File: config.mk
export PLATFORM = sky130hd
export DESIGN_NAME = kbd_vmem_writer
export DESIGN_NICKNAME = d
export VERILOG_FILES = /design/src/rtl/kbd_pkg.sv /design/src/rtl/kbd_scan2ascii.sv /design/src/rtl/kbd_vmem_writer.sv
export SDC_FILE = /design/constraint.sdc
export NUM_CORES = 1
export LEC_CHECK = 0
export ABC_AREA = 1
export CAP_MARGIN = 5
export CORE_MARGIN = 2
export CORE_UTILIZATION = 60
export CTS_CLUSTER_DIAMETER = 40
export CTS_CLUSTER_SIZE = 10
export DETAILED_ROUTE_END_ITERATION = 7
export GPL_TIMING_DRIVEN = 0
export MAX_ROUTING_LAYER = met4
export PLACE_DENSITY = 0.82
export REMOVE_ABC_BUFFERS = 1
export SYNTH_ARGS = -nofsm -noshare
export SYNTH_HDL_FRONTEND = slang
export SYNTH_HIERARCHICAL = 1
export SYNTH_SLANG_ARGS = --single-unit
File: constraint.sdc
create_clock -name clk -period 4.9 [get_ports clk]
set_input_delay 0.49 -clock clk [delete_from_list [all_inputs] [get_ports clk]]
set_output_delay 0.49 -clock clk [all_outputs]
set_load 0.05 [all_outputs]
File: src/rtl/kbd_pkg.sv
// Shared constants, scan codes and FSM state encoding for the keyboard-to-video-memory writer.
package kbd_pkg;

  localparam int COLS = 70;
  localparam int ROWS = 30;

  localparam logic [7:0] SC_BRK    = 8'hF0;
  localparam logic [7:0] SC_EXT    = 8'hE0;
  localparam logic [7:0] SC_LSHIFT = 8'h12;
  localparam logic [7:0] SC_RSHIFT = 8'h59;
  localparam logic [7:0] SC_ENTER  = 8'h5A;
  localparam logic [7:0] SC_BKSP   = 8'h66;
  localparam logic [7:0] SC_ESC    = 8'h76;
  localparam logic [7:0] SC_SPACE  = 8'h29;

  localparam logic [7:0] ASCII_SPACE = 8'h20;

  typedef enum logic [2:0] {
    CLRALL,
    IDLE,
    BRK,
    EXT,
    WR,
    CLRROW
  } state_e;

endpackage

File: src/rtl/kbd_scan2ascii.sv
// PS/2 set-2 make code to ASCII lookup; shift selects uppercase or shifted symbol, 0x00 if unmapped.
module kbd_scan2ascii
  import kbd_pkg::*;
(
  input  logic [7:0] code,
  input  logic       shift,
  output logic [7:0] ascii
);

  logic [7:0] lo;
  logic [7:0] hi;

  always_comb begin
    lo = 8'h00;
    hi = 8'h00;
    case (code)
      8'h1C: {lo, hi} = "aA";
      8'h32: {lo, hi} = "bB";
      8'h21: {lo, hi} = "cC";
      8'h23: {lo, hi} = "dD";
      8'h24: {lo, hi} = "eE";
      8'h2B: {lo, hi} = "fF";
      8'h34: {lo, hi} = "gG";
      8'h33: {lo, hi} = "hH";
      8'h43: {lo, hi} = "iI";
      8'h3B: {lo, hi} = "jJ";
      8'h42: {lo, hi} = "kK";
      8'h4B: {lo, hi} = "lL";
      8'h3A: {lo, hi} = "mM";
      8'h31: {lo, hi} = "nN";
      8'h44: {lo, hi} = "oO";
      8'h4D: {lo, hi} = "pP";
      8'h15: {lo, hi} = "qQ";
      8'h2D: {lo, hi} = "rR";
      8'h1B: {lo, hi} = "sS";
      8'h2C: {lo, hi} = "tT";
      8'h3C: {lo, hi} = "uU";
      8'h2A: {lo, hi} = "vV";
      8'h1D: {lo, hi} = "wW";
      8'h22: {lo, hi} = "xX";
      8'h35: {lo, hi} = "yY";
      8'h1A: {lo, hi} = "zZ";
      8'h16: {lo, hi} = "1!";
      8'h1E: {lo, hi} = "2@";
      8'h26: {lo, hi} = "3#";
      8'h25: {lo, hi} = "4$";
      8'h2E: {lo, hi} = "5%";
      8'h36: {lo, hi} = "6^";
      8'h3D: {lo, hi} = "7&";
      8'h3E: {lo, hi} = "8*";
      8'h46: {lo, hi} = "9(";
      8'h45: {lo, hi} = "0)";
      SC_SPACE: {lo, hi} = "  ";
      8'h0E: {lo, hi} = "`~";
      8'h4E: {lo, hi} = "-_";
      8'h55: {lo, hi} = "=+";
      8'h54: {lo, hi} = "[{";
      8'h5B: {lo, hi} = "]}";
      8'h5D: {lo, hi} = 16'h5C7C;
      8'h4C: {lo, hi} = ";:";
      8'h52: {lo, hi} = 16'h2722;
      8'h41: {lo, hi} = ",<";
      8'h49: {lo, hi} = ".>";
      8'h4A: {lo, hi} = "/?";
      default: {lo, hi} = 16'h0000;
    endcase
    ascii = shift ? hi : lo;
  end

endmodule

File: src/rtl/kbd_vmem_writer.sv
// Turns PS/2 set-2 scan codes into text-memory writes with a cursor, line wrap and screen/row clearing.
module kbd_vmem_writer #(
  parameter int COLS = kbd_pkg::COLS,
  parameter int ROWS = kbd_pkg::ROWS
) (
  input  logic        clk,
  input  logic        rst,
  input  logic        sc_valid,
  input  logic [7:0]  sc_data,
  output logic        sc_ready,
  output logic        vmem_we,
  output logic [11:0] vmem_addr,
  output logic [7:0]  vmem_wdata,
  output logic [6:0]  cur_col,
  output logic [4:0]  cur_row
);
  import kbd_pkg::*;

  localparam logic [6:0] COL_LAST = 7'(COLS - 1);
  localparam logic [6:0] COL_END  = 7'(COLS);
  localparam logic [4:0] ROW_LAST = 5'(ROWS - 1);

  state_e      state_q, state_d;
  logic [6:0]  clr_col_q, clr_col_d;
  logic [4:0]  clr_row_q, clr_row_d;
  logic [6:0]  col_q, col_d;
  logic [4:0]  row_q, row_d;
  logic        shift_q, shift_d;
  logic        nl_q, nl_d;
  logic        we_q, we_d;
  logic [11:0] addr_q, addr_d;
  logic [7:0]  wdata_q, wdata_d;

  logic [7:0]  ascii;
  logic [6:0]  wr_col;
  logic [4:0]  wr_row;
  logic [7:0]  wr_data;
  logic [4:0]  row_nxt;
  logic        xfer;

  kbd_scan2ascii u_scan2ascii (
    .code  (sc_data),
    .shift (shift_q),
    .ascii (ascii)
  );

  assign xfer    = sc_valid & sc_ready;
  assign row_nxt = (row_q == ROW_LAST) ? 5'd0 : row_q + 5'd1;

  always_ff @(posedge clk or negedge rst) begin
    if (!rst) begin
      state_q   <= CLRALL;
      clr_col_q <= '0;
      clr_row_q <= '0;
      col_q     <= '0;
      row_q     <= '0;
      shift_q   <= 1'b0;
      nl_q      <= 1'b0;
      we_q      <= 1'b0;
      addr_q    <= '0;
      wdata_q   <= '0;
    end else begin
      state_q   <= state_d;
      clr_col_q <= clr_col_d;
      clr_row_q <= clr_row_d;
      col_q     <= col_d;
      row_q     <= row_d;
      shift_q   <= shift_d;
      nl_q      <= nl_d;
      we_q      <= we_d;
      addr_q    <= addr_d;
      wdata_q   <= wdata_d;
    end
  end

  // Clear counters sit at COL_END for one final cycle so the last clear write is visible before sc_ready.
  always_comb begin
    state_d   = state_q;
    clr_col_d = clr_col_q;
    clr_row_d = clr_row_q;
    col_d     = col_q;
    row_d     = row_q;
    shift_d   = shift_q;
    nl_d      = nl_q;
    wr_col    = col_q;
    wr_row    = row_q;
    wr_data   = ascii;
    unique case (state_q)
      CLRALL: begin
        if (clr_col_q == COL_END) begin
          state_d   = IDLE;
          clr_col_d = '0;
          clr_row_d = '0;
          col_d     = '0;
          row_d     = '0;
          shift_d   = 1'b0;
        end else if (clr_row_q == ROW_LAST) begin
          clr_row_d = '0;
          clr_col_d = clr_col_q + 7'd1;
        end else begin
          clr_row_d = clr_row_q + 5'd1;
        end
      end
      CLRROW: begin
        if (clr_col_q == COL_END) begin
          state_d   = IDLE;
          clr_col_d = '0;
        end else begin
          clr_col_d = clr_col_q + 7'd1;
        end
      end
      WR: begin
        state_d = nl_q ? CLRROW : IDLE;
        nl_d    = 1'b0;
      end
      BRK: begin
        if (xfer) begin
          state_d = IDLE;
          if (sc_data == SC_LSHIFT || sc_data == SC_RSHIFT) shift_d = 1'b0;
        end
      end
      EXT: begin
        if (xfer) state_d = (sc_data == SC_BRK) ? BRK : IDLE;
      end
      IDLE: begin
        if (xfer) begin
          case (sc_data)
            SC_BRK:               state_d = BRK;
            SC_EXT:               state_d = EXT;
            SC_LSHIFT, SC_RSHIFT: shift_d = 1'b1;
            SC_ESC:               state_d = CLRALL;
            SC_ENTER: begin
              col_d   = '0;
              row_d   = row_nxt;
              state_d = CLRROW;
            end
            SC_BKSP: begin
              if (col_q != 7'd0) begin
                wr_col  = col_q - 7'd1;
                col_d   = col_q - 7'd1;
                wr_data = ASCII_SPACE;
                state_d = WR;
              end else if (row_q != 5'd0) begin
                wr_col  = COL_LAST;
                wr_row  = row_q - 5'd1;
                col_d   = COL_LAST;
                row_d   = row_q - 5'd1;
                wr_data = ASCII_SPACE;
                state_d = WR;
              end
            end
            default: begin
              if (ascii != 8'h00) begin
                state_d = WR;
                if (col_q == COL_LAST) begin
                  col_d = '0;
                  row_d = row_nxt;
                  nl_d  = 1'b1;
                end else begin
                  col_d = col_q + 7'd1;
                end
              end
            end
          endcase
        end
      end
      default: state_d = CLRALL;
    endcase
  end

  always_comb begin
    sc_ready = (state_q == IDLE) || (state_q == BRK) || (state_q == EXT);
    we_d     = 1'b0;
    addr_d   = addr_q;
    wdata_d  = wdata_q;
    if (state_d == WR) begin
      we_d    = 1'b1;
      addr_d  = {wr_col, wr_row};
      wdata_d = wr_data;
    end else if (state_q == CLRROW && clr_col_q != COL_END) begin
      we_d    = 1'b1;
      addr_d  = {clr_col_q, row_q};
      wdata_d = ASCII_SPACE;
    end else if (state_q == CLRALL && clr_col_q != COL_END) begin
      we_d    = 1'b1;
      addr_d  = {clr_col_q, clr_row_q};
      wdata_d = ASCII_SPACE;
    end
  end

  assign vmem_we    = we_q;
  assign vmem_addr  = addr_q;
  assign vmem_wdata = wdata_q;
  assign cur_col    = col_q;
  assign cur_row    = row_q;

endmodule

## Word level (Yosys, flattened, before mapping)

Memory sizes are Yosys's and may differ from the RTL's.
Cells that the tools add are included.

- Add/sub/neg operators: 6
- Multiply operators: 0
- Divide/modulo/power cells: 0
- $lt $le $gt $ge: 0
- Equal/unequal tests: 30
- Shift operators: 0
- Muxes and demuxes: 67
- Bitwise gates (word level): 1
- Reduce and logical (&&, ||, !) cells: 23

Operators with widths:

| operator | number |
|---|---|
| $mux 7 | 12 |
| $mux 8 | 9 |
| $mux 5 | 12 |
| $mux 12 | 3 |
| $eq 8x7->1 const B | 4 |
| $pmux 7 s2 | 2 |
| $mux 3 | 8 |
| $pmux 7 s3 | 1 |
| $pmux 3 s6 | 1 |
| $eq 8x8->1 const B | 2 |
| $mux 16 | 1 |
| $ne 2x2->1 const B | 8 |
| $pmux 3 s5 | 1 |
| $pmux 5 s3 | 1 |
| $add 7x1->7 const B | 2 |
| $eq 7x7->1 const B | 2 |
| $mux 1 | 12 |
| $reduce_and 6->1 | 2 |
| $add 5x1->5 const B | 2 |
| $eq 5x5->1 const B | 2 |
| $pmux 5 s2 | 1 |
| $reduce_and 5->1 | 2 |
| $eq 3x3->1 const B | 3 |
| $eq 8x5->1 const B | 1 |
| 24 further kinds | 33 |

- Register bits after elaboration: 50
- Bits in latches: 0
- Bits in writable memories: 0
- ROM bits: 1792
- Bits of input ports: 11
- Output and inout bits: 34
- Logic and storage cells: 138
- Memories kept: 1

Memories:

| memory | words | bits a word | read ports | clocked after memory_dff | wr ports | line | RTL |
|---|---|---|---|---|---|---|---|
| (no name shown) | 128 | 14 | 1 | 0 | 0 | kbd_scan2ascii.sv:16 | `case (code)` |

## Longest topological paths before layout

Gate-level depths: netlist of run 1.
An unclocked memory read counts as a cell.

- Depth in word-level cells: 10
- Gate-level depth with buffers: 25
- Depth with buffers taken out: 24

## By module

The synthesis of run 1 kept the hierarchy.

Modules (own cells, without submodules):

| module | times used | cells each | area each (µm²) | sequential area each (µm²) |
|---|---|---|---|---|
| kbd_vmem_writer | 1 | 591 | 4086.4 | 1251.2 |
| kbd_scan2ascii | 1 | 288 | 1338.8 | 0.0 |

## Least setup slack after synthesis of run 1

No wires, ideal clock.

- Path type: input -> register
- From: in sc_data[1]
- To: reg addr_q[10], in the netlist vmem_addr[10]
- Library setup time: 0.118 ns
- Arrival: 2.656 ns
- Required time: 4.782 ns
- Setup slack: 2.126 ns
- Cell stages on the path: 22
- Buffers on the path: 1
- Path through: inv_1 ha_1 nand2_1 nand2_2 a21oi_1 a21oi_1 nand2_1 nand2_1 nand2_1 a21oi_1 nor2_1 nand3_1 nor3_1 nand3_1 nand2_1 nor2_1 nor2_2 nor2_2 buf_4 nand4_1 nand2_1 nand2_1

- Cells in the longest elaborated chain, start to end: 10
- Elaborated cells on any way between the ends: 24
- Those cells by class: eq/ne (8); mux (12); reduce/logical (3); memory (1)

Ends and longest elaborated chain:

| item | line | RTL |
|---|---|---|
| start: declaration | kbd_vmem_writer.sv:9 | `input logic [7:0] sc_data,` |
| $mem_v2 128x14 (*) | - |  |
| $mux 16 (*) | kbd_scan2ascii.sv:16 |  |
| $mux 8 (*) | kbd_scan2ascii.sv:67 | `ascii = shift ? hi : lo;` |
| via ascii[4] | kbd_vmem_writer.sv:34 | `logic [7:0] ascii;` |
| $reduce_bool 8->1 (*) | kbd_vmem_writer.sv:153 | `if (ascii != 8'h00) begin` |
| $mux 3 (*) | kbd_vmem_writer.sv:153 |  |
| $pmux 3 s6 (*) | kbd_vmem_writer.sv:127 | `case (sc_data)` |
| $mux 3 (*) | kbd_vmem_writer.sv:126 | `if (xfer) begin` |
| $pmux 3 s5 (*) | kbd_vmem_writer.sv:88 | `unique case (state_q)` |
| $eq 3x3->1 (*) | kbd_vmem_writer.sv:176 | `if (state_d == WR) begin` |
| $reduce_bool 3->1 (no line) / $mux 12 (equally long branches) | - |  |
| end signal: assignment | kbd_vmem_writer.sv:71 | `addr_q <= addr_d;` |
| end: declaration | kbd_vmem_writer.sv:31 | `logic [11:0] addr_q, addr_d;` |

The timed path passes the listed nets; every way through them passes the cells marked *.
A chain may end at the register's enable or synchronous reset.

## Worst setup path in the final report of run 1

- From: in sc_data[1]
- To: reg addr_q[8], in the netlist vmem_addr[8]

The elaborated chain is that of the path after synthesis.

==> results of run 1 <==
==> cells in the mapped netlist (all sizes together) (2+ instances only) <==
cell	n
o21ai	58
inv	99
o22ai	13
nor3	16
buf	28
a21boi	2
clkbuf	10
a22oi	7
nor2	86
o211ai	3
nand3	92
xor2	13
ha	19
o31ai	2
nand4	32
a31oi	5
mux2i	5
nand2	277
clkinv	3
dfrtp	50
a21oi	48
==> layer usage <==
metal,up-vias,track usage
li1,2934,-
met1,2890,0.4546
met2,364,0.5832
met3,87,0.04779
met4,0,0.1349
met5,-,-
==> registers in the layout (all words and copies together), names as in the netlist, 3 cells and up <==
| signal | count |
|---|---|
| cur_col | 7 |
| vmem_addr | 12 |
| cur_row | 5 |
| clr_row_q | 5 |
| state_q | 3 |
| vmem_wdata | 8 |
| clr_col_q | 7 |
==> report_power, final <==
| group | switching [mW] | leakage (nW) | internal [mW] |
|---|---|---|---|
| sequential | 0.179 | 0.638 | 0.572 |
| combinational | 1.51 | 2.19 | 0.660 |
| clock | 0.159 | 0.0441 | 0.101 |
| total | 1.85 | 2.87 | 1.33 |
==> layout make-up <==
class	instances	area, um2	share of cell area
multi-input cells	690	3556	0.6049
flip-flops and latches	50	1251	0.2129
repair buffers	45	457.9	0.07791
inverters	102	387.9	0.06599
well taps	108	135.1	0.02299
clock buffers	5	68.82	0.01171
clock inverters	3	21.27	0.003619
==> critical path, cell delays in order <==
cell	delay (ns)
clkdlybuf4s50_1	0.72
inv_1	0.25
ha_1	0.38
nand2_1	0.18
nand2_2	0.26
nor2_1	0.07
nor2_1	0.10
nand3_1	0.13
nand3_1	0.09
nand2_1	0.05
a21oi_1	0.38
nor2_1	0.08
nand3_1	0.14
nor3_1	0.07
nand3_1	0.08
nand2_1	0.08
nor2_1	0.14
nor2_2	0.06
nor2_4	0.37
nand4_1	0.24
nand2_1	0.15
nand2_1	0.07
==> cells by family after synthesis <==
family	after synthesis
and+or+nand+nor	506
AOI/OAI and AO/OA	144
buffers and inverters	140
DFF	50
adders and majority gates	19
xor gates and xnor gates	14
muxes	5
other	1
==> per-stage QoR <==
step | hold WS (ns) | instance area [um2] | TNS [ns] | setup slack (ns) | cells
2_1_floorplan | 0.1944 | 5169 | 0 | 1.888 | 841
5_1_grt | 0.05016 | 5878 | 0 | 0.09879 | 1003
3_5_place_dp | 0.3834 | 5759 | -0.07291 | -0.07291 | 994
6_report | 0.03402 | 5878 | 0 | 0.5120 | 1003
3_3_place_gp | 0.4845 | 5744 | -0.02977 | -0.02977 | 993
4_1_cts | 0.04187 | 5849 | 0 | 0.2481 | 1002
==> how the worst max path moves through the flow <==
stage / slack [ns] / cells past startpoint / from / to
floorplan: 1.89 / 22 / sc_data[1] / vmem_wdata[5]
global placement: -0.03 / 20 / sc_data[4] / vmem_addr[8]
detailed placement: -0.07 / 20 / sc_data[4] / vmem_addr[8]
CTS: 0.25 / 20 / sc_data[4] / vmem_addr[8]
global route: 0.1 / 22 / sc_data[1] / vmem_addr[8]
finish: 0.51 / 22 / sc_data[1] / vmem_addr[8]
==> layout by cell type (no fill, tap or decap), types with 2 or more instances in the layout <==
cell and count:
a31oi_1 5, nor2_1 67, clkinv_1 3, o211ai_1 3, o31ai_1 2, a21boi_0 2, nand4_4 2, o22ai_1 13
inv_4 2, clkbuf_8 5, nor2_2 13, nor2_4 5, a22oi_1 7, inv_2 17, nand4_1 31, nand2_1 257
nand3_1 90, xor2_1 13, nor3_1 15, clkdlybuf4s50_1 42, o21ai_1 11, a21oi_1 44, nand2_2 19, dfrtp_1 50
a21oi_2 4, ha_1 19, o21ai_0 47, mux2i_1 5, inv_1 80
==> summary.md, run 1 <==
| Metric | Value |
|---|---|
| Hpwl dp | `12520 um` |
| Met3 WL | `1434 um` |
| Crit path launch type | `input port` |
| Synth Register Bits | `50` |
| Slew @ Worst Pin | `1.115 ns` |
| Post-synth top area share | `0.2306` |
| Crit path DAT | `4.59 ns` |
| Post-synthesis area per instance | `6.172 um2` |
| HP Class | `input port to asynchronous set/reset pin` |
| Post CTS Setup Buffer Count | `0` |
| Vias | `6275` |
| Post-Syn Instances | `879` |
| I/O pins | `45` |
| Minimum clock period | `4.388 ns` |
| PortBufs | `44` |
| Clk_lat worst skew | `0.32 ns` |
| Final Max Tran Viols | `0` |
| Final ANT Viol Nets | `0` |
| CTS buffer count | `5` |
| CTS tree | `built` |
| Initial Utilization | `0.6191` |
| First-pass GRT wire length | `27960 um` |
| Clk buf depth | `2` |
| Cell Pwr Density | `541.5 nW/um2` |
| Synth Cell Area | `5425 um2` |
| Layout area overhead | `8.349%` |
| Iter 0 DRT Violations | `508` |
| Total chip power | `3.183 mW` |
| CTS Root Buffer Type | `clkbuf_8` |
| MaxCap Viol Count | `0` |
| Final core utilization | `0.6708` |
| Post-Synth XOR/XNOR Area | `0.02260` |
| Setup violators final | `0` |
| Fmax | `227.9 MHz` |
| FF-to-FF End | `vmem_wdata[5]` |
| Sequential area share after synthesis | `0.2306` |
| Simple-Gate Fraction of Synth Area | `0.4237` |
| Top FF cell, synth | `dfrtp_1` |
| Synth warn | `6` |
| Outcome | `finished clean` |
| Core area | `8763 um2` |
| Synth cell types | `49` |
| RSZ-0062 raised after global routing | `false` |
| Initial antenna violation count | `0` |
| Top cells by area, synth | `dfrtp_1, nand2_1, nand3_1` |
| Num rows | `34` |
| Cts hold-fix bufs | `0` |
| Drt first pass iters | `6` |
| Met1 wire length | `6971 um` |
| Filler cells | `789` |
| Total Routed Length | `17020 um` |
| Final layout net count | `924` |
| Max layer used | `met4` |
| Ant diodes | `0` |
| Share of layout cells above drive strength 1 | `0.08715` |
| Crit Reg-Reg Startpoint | `shift_q` |
| Wirelength per Cell | `16.97 um` |
| R2R Setup Slk | `1.36 ns` |
| Main combinational cell family by area after synthesis | `simple AND/OR/NAND/NOR gates` |
| Async set or reset register ratio after synthesis | `1.000` |
| Pleak | `2.873 nW` |
| Tcrit/Tclk final | `0.8955` |
| Yosys top cell by area | `dfrtp_1` |
| Die height | `99.09 um` |
| Post-CTS resize count | `0` |
| Clk_skew | `0.007863 ns` |
| Max VDD drop | `510.3 uV` |
| CP Capture Type | `flip-flop` |
| Synth Area in Adders | `0.04382` |
| Hold Fails Final Rpt | `0` |
| Worst slew margin | `0.2568` |
| Synth Area in Compound Gates | `0.1506` |
| Clock transition at the registers of the reported paths | `0.10 ns` |
| Die span in x | `99.09 um` |
| Max H-tree Level | `2` |
| Mux cell area share after synthesis | `0.009225` |
| Vias per cell | `6.256` |
| WL met2 | `7821 um` |
| FF-to-FF path depth | `19` |
| Clock sinks | `50` |
| Post-synth EDFFs | `0` |
| Die Area | `9819 um2` |
| CP Class | `input port to flip-flop` |
| Remaining DRCs | `0` |
| Data required, critical path | `5.10 ns` |
| Vias in the first global route | `5818` |
| CP Max Fanout | `21` |
| Remaining global-route overflow | `0` |
| GPL Wtd Cong | `1.056` |
| All-Layer GR Usage | `0.3574` |
| Largest net degree at the start of global routing | `40` |
No activity file was read; power rests on OpenSTA's default activity.
==> run 2, diff against run 1 <==
--- a/config.mk
+++ b/config.mk
@@ -10,12 +10,13 @@
 export CORE_MARGIN = 2
 export CORE_UTILIZATION = 60
 export CTS_CLUSTER_DIAMETER = 40
-export CTS_CLUSTER_SIZE = 10
+export CTS_CLUSTER_SIZE = 14
 export DETAILED_ROUTE_END_ITERATION = 7
 export GPL_TIMING_DRIVEN = 0
 export MAX_ROUTING_LAYER = met4
 export PLACE_DENSITY = 0.82
 export REMOVE_ABC_BUFFERS = 1
+export SETUP_SLACK_MARGIN = 0.15
 export SYNTH_ARGS = -nofsm -noshare
 export SYNTH_HDL_FRONTEND = slang
 export SYNTH_HIERARCHICAL = 1
==> results of run 2 <==
Same layout as run 1 (identical final DEF). Status: finished clean.
